===== src/rtl/mem_access_unit.sv =====
// Load/store sequencer in front of DataMem: one request per handshake, fault screening,
// sign/zero extension of load data and a one-cycle registered response.
module mem_access_unit #(
  parameter int unsigned ADDR_W = 6
) (
  input  logic              clk,
  input  logic              rst,
  input  logic              req_valid,
  output logic              req_ready,
  input  logic              req_we,
  input  logic [2:0]        req_funct3,
  input  logic [31:0]       req_addr,
  input  logic [31:0]       req_wdata,
  input  logic [4:0]        req_rd,
  output logic              resp_valid,
  output logic [31:0]       resp_rdata,
  output logic [4:0]        resp_rd,
  output logic              resp_is_load,
  output logic              fault,
  output logic              stall,
  output logic              MemRead,
  output logic              MemWrite,
  output logic [1:0]        SaveMethod,
  output logic [ADDR_W-1:0] mem_addr,
  output logic [31:0]       mem_wdata,
  input  logic [31:0]       mem_rdata
);

  localparam logic [1:0] SM_SB = 2'b00;
  localparam logic [1:0] SM_SH = 2'b01;
  localparam logic [1:0] SM_SW = 2'b10;

  typedef enum logic [1:0] {IDLE, ACCESS, RESP} state_t;

  state_t      state, state_next;
  logic        we_q;
  logic [2:0]  funct3_q;
  logic        accept_c;
  logic        oor_c, misalign_c, illegal_c, fault_c;
  logic [31:0] ext_c;

  // Fault screening of the incoming request
  always_comb begin
    oor_c      = (req_addr >> ADDR_W) != 32'd0;
    misalign_c = ((req_funct3[1:0] == 2'b01) && req_addr[0]) ||
                 ((req_funct3[1:0] == 2'b10) && (req_addr[1:0] != 2'b00));
    illegal_c  = req_we ? (req_funct3 > 3'd2)
                        : ((req_funct3 == 3'b011) || (req_funct3[2:1] == 2'b11));
    fault_c    = oor_c | misalign_c | illegal_c;
    accept_c   = (state == IDLE) & req_valid;
  end

  always_ff @(posedge clk) begin
    if (rst) state <= IDLE;
    else     state <= state_next;
  end

  // Next state and DataMem control; MemWrite is gated by rst so a reset never leaves a partial store
  always_comb begin
    state_next = state;
    req_ready  = 1'b0;
    MemRead    = 1'b0;
    MemWrite   = 1'b0;
    SaveMethod = SM_SW;
    case (state)
      IDLE: begin
        req_ready = 1'b1;
        if (req_valid) state_next = fault_c ? RESP : ACCESS;
      end
      ACCESS: begin
        MemRead  = ~we_q;
        MemWrite = we_q & ~rst;
        case (funct3_q[1:0])
          2'b00:   SaveMethod = SM_SB;
          2'b01:   SaveMethod = SM_SH;
          default: SaveMethod = SM_SW;
        endcase
        state_next = RESP;
      end
      RESP:    state_next = IDLE;
      default: state_next = IDLE;
    endcase
  end

  assign stall = req_valid & ~req_ready;

  // DataMem already returns the addressed byte in [7:0]; only extension is needed
  always_comb begin
    case (funct3_q)
      3'b000:  ext_c = {{24{mem_rdata[7]}}, mem_rdata[7:0]};
      3'b100:  ext_c = {24'd0, mem_rdata[7:0]};
      3'b001:  ext_c = {{16{mem_rdata[15]}}, mem_rdata[15:0]};
      3'b101:  ext_c = {16'd0, mem_rdata[15:0]};
      default: ext_c = mem_rdata;
    endcase
  end

  always_ff @(posedge clk) begin
    if (rst) begin
      we_q         <= 1'b0;
      funct3_q     <= 3'd0;
      mem_addr     <= '0;
      mem_wdata    <= 32'd0;
      resp_valid   <= 1'b0;
      resp_rdata   <= 32'd0;
      resp_rd      <= 5'd0;
      resp_is_load <= 1'b0;
      fault        <= 1'b0;
    end else begin
      resp_valid <= (state_next == RESP);
      if (accept_c) begin
        we_q         <= req_we;
        funct3_q     <= req_funct3;
        mem_addr     <= req_addr[ADDR_W-1:0];
        mem_wdata    <= req_wdata;
        resp_rd      <= req_rd;
        resp_is_load <= ~req_we;
        fault        <= fault_c;
        resp_rdata   <= 32'd0;
      end
      if ((state == ACCESS) && !we_q) resp_rdata <= ext_c;
    end
  end

endmodule

===== config.mk =====
export PLATFORM = sky130hd
export DESIGN_NAME = mem_access_unit
export DESIGN_NICKNAME = d
export VERILOG_FILES = /design/src/rtl/mem_access_unit.sv
export SDC_FILE = /design/constraint.sdc
export NUM_CORES = 1
export LEC_CHECK = 0
export ABC_CLOCK_PERIOD_IN_PS = 3520
export CAP_MARGIN = 20
export CORE_UTILIZATION = 40
export DETAILED_ROUTE_END_ITERATION = 10
export PLACE_DENSITY_LB_ADDON = 0.05
export RECOVER_POWER = 50
export SYNTH_ARGS = -nofsm -noshare
export SYNTH_HDL_FRONTEND = slang
export SYNTH_SLANG_ARGS = --single-unit

===== constraint.sdc =====
create_clock -name clk -period 3.52 [get_ports clk]
set_input_delay 0.528 -clock clk [delete_from_list [all_inputs] [get_ports clk]]
set_output_delay 0.528 -clock clk [all_outputs]
set_load 0.01 [all_outputs]

==> metrics.txt <==
status complete, no violations; Mapped Cells 378; flop and latch count out of synthesis 84; leak pwr 2.13 nW; number of global-route vias before repair 3115; YS warnings 0; syn avg cell area 8.55 um^2; die height 91.9 um; Sequential Power Share 0.510; Final WS setup 0.864 ns; antenna violations before repair 0; routability cong. 0.698; drt wl/cell 13.8 um; final setup violation count 0; CTS resizes 0; Detail Route Antenna Nets 0; logic gate share of total power 0.156; Mapped Nets 486; # rows 32; Top FF cell, synth dfxtp_1; register area share after synthesis 0.520; nets 661; IO Pins 192; GRT overflow 0; Slew Limit Fails 0; Port Buf Inserts 191; Post-synth EDFFs 0; Peak Freq 377 MHz; initial drt markers 104; Core ar. 0.00777 mm^2; Max IR drop VDD 286 uV; CP Class flip-flop to primary output; clk root buf clkbuf_8; Final Cycle Share 0.754; post-layout util 0.686; Setup TNS 0 ns; max cap viols 0; Worst EP arrival 2.13 ns; maximum buffer depth of the clock tree 2; DR vias/cell 4.90; CTS tree built; clock sink count 84; slew margin rel. 0.310; Pwr Density 368 mW/mm^2; clock share of power 0.334; number of hold buffers added after CTS 0; setup bufs post-CTS 0; Slew @ Worst Pin 1.04 ns; total track usage 0.220; CP endpoint kind primary output; switching portion of total power 0.243; DPL Wire Length 6.41 mm; Final Hold Fails 0; layout cells sized above 1 0.0591; NetSw 0.476 mW; ANT cells 0; Tightest Hold Check Type flip-flop to flip-flop; Area Overhead vs Synth 64.8%; cts bufs inserted 9; H-tree depth 3; Placement Setup Slack 1.05 ns; asr flop ratio synth 0; fin crit period 2.66 ns; total number of vias 3233; P_int 1.49 mW; DR pass1 iterations 4; width of the die 91.9 um; Die ar. 0.00845 mm^2; DR DRC count 0; FILL cells 641; first-pass GRT wire length 14.9 mm; drt total wl 9.12 mm; Layout Skew 0.0133 ns; RSZ-0062 raised after global routing no; startpoint types flip-flop; Post-Syn Area 0.00323 mm^2; largest net degree at the start of global routing 71; Netlist cell types 32; worst skew pair latency 0.35 ns; critical path fanouts, max 10; Initial Util 0.416; Worst-path clk slew 0.08 ns; Req. time, crit path 2.99 ns
power groups by stage:
stage	clock network (mW)	logic [mW]	registers, mW
after global routing	0.706	0.334	1.01
after floorplan	0	0.103	1.04
after CTS	0.671	0.319	1.00
final	0.656	0.306	1.00
after global placement	0	0.315	1.02
after detailed placement	0	0.318	1.03
cells in the final DEF (no fill, tap or decap):
master	netlist	final
clkdlybuf4s50_1	0	119
nand2_1	97	97
dfxtp_1	84	84
dlygate4sd3_1	0	71
a21oi_1	64	64
nor2_1	22	22
nor2b_1	18	18
o2bb2ai_2	10	10
clkbuf_8	0	9
o21ai_0	8	8
a22oi_1	8	8
nor4_1	7	7
o2bb2ai_1	6	6
a211oi_1	4	4
nand2b_1	3	3
clkinv_2	0	3
buf_4	2	3
inv_1	2	2
nor3b_1	2	2
clkbuf_1	16	2
or3b_1	1	1
clkinv_1	1	1
or2_2	1	1
and2_2	0	1
or3b_2	1	1
nand4_1	1	1
o41a_1	1	1
a21o_1	1	1
mux2i_1	1	1
nor2_4	1	1
o21ai_2	1	1
or4b_1	1	1
o41ai_1	1	1
clkinvlp_4	0	1
bufinv_16	0	1
buf_2	9	1
worst paths after layout:
kind         cells past startpoint                  startpoint  slack [ns]                          end
min reg2reg                      2  mem_wdata[17]$_SDFFE_PP0P_        0.46   mem_wdata[17]$_SDFFE_PP0P_
max                              3         state[0]$_SDFF_PP0_        0.86                      MemRead
min                              2  mem_wdata[17]$_SDFFE_PP0P_        0.46   mem_wdata[17]$_SDFFE_PP0P_
max reg2reg                      4    funct3_q[0]$_SDFFE_PP0P_        1.65  resp_rdata[18]$_SDFFE_PP0P_
cells in the mapped netlist, types with 2 or more instances:
cell | count | share of area
dfxtp_1 | 84 | 0.52
nor4_1 | 7 | 0.014
buf_4 | 2 | 0.0046
nor3b_1 | 2 | 0.0046
clkbuf_1 | 16 | 0.019
o21ai_0 | 8 | 0.012
nor2b_1 | 18 | 0.035
nand2b_1 | 3 | 0.0058
nand2_1 | 97 | 0.11
nor2_1 | 22 | 0.026
a211oi_1 | 4 | 0.0093
buf_2 | 9 | 0.014
o2bb2ai_2 | 10 | 0.046
o2bb2ai_1 | 6 | 0.016
a21oi_1 | 64 | 0.099
a22oi_1 | 8 | 0.019
inv_1 | 2 | 0.0023
buf_6 | 2 | 0.0070
critical path: stages, from the launching register on:
cell,delay (ns)
dfxtp_1,0.43
or3b_1,0.56
clkinv_1,0.24
clkdlybuf4s50_1,0.57
layer usage:
metal | routed length, um | share of wire | track usage
met3 | 563 | 0.062 | 0.0514
met2 | 4480 | 0.49 | 0.377
met1 | 3900 | 0.43 | 0.267
met4 | 181 | 0.020 | 0.0833
met5 | 0 | 0 | 0
registers in the layout, summed over array words and instances, names as in the netlist:
register / flops
fault: 1
funct3_q: 3
mem_addr: 6
mem_wdata: 32
resp_is_load: 1
resp_rd: 5
resp_rdata: 32
resp_valid: 1
state: 2
we_q: 1
area by class of cell:
class                   instances  area, um^2  share of cell area
clock buffers                  11         131              0.0247
clock inverters                 5        52.6             0.00986
inverters                       3        11.3             0.00211
multi-input cells             261        1400               0.262
flip-flops and latches         84        1680               0.316
well taps                     102         128              0.0239
repair buffers                194        1930               0.362
cells by family (layout without fill, tap and decap cells):
kind of cell,Yosys count,count (layout),share of synthesized area
multiplexers,1,1,0.00310
AND/OR/NAND/NOR,156,156,0.215
flip-flops,84,84,0.520
AO/OA/AOI/OAI,104,104,0.213
buffers and inverters,33,213,0.0488
stage by stage:
step           cells  hold WS [ns]  power (mW)  area (um^2)
6_report         660         0.456        1.96         5330
5_1_grt          660         0.473        2.05         5330
4_1_cts          660         0.459        1.99         5330
3_5_place_dp     644         0.447        1.34         5140
3_3_place_gp     644         0.441        1.34         5140
2_1_floorplan    378         0.445        1.14         3230
(Power assumes the default switching activity.)
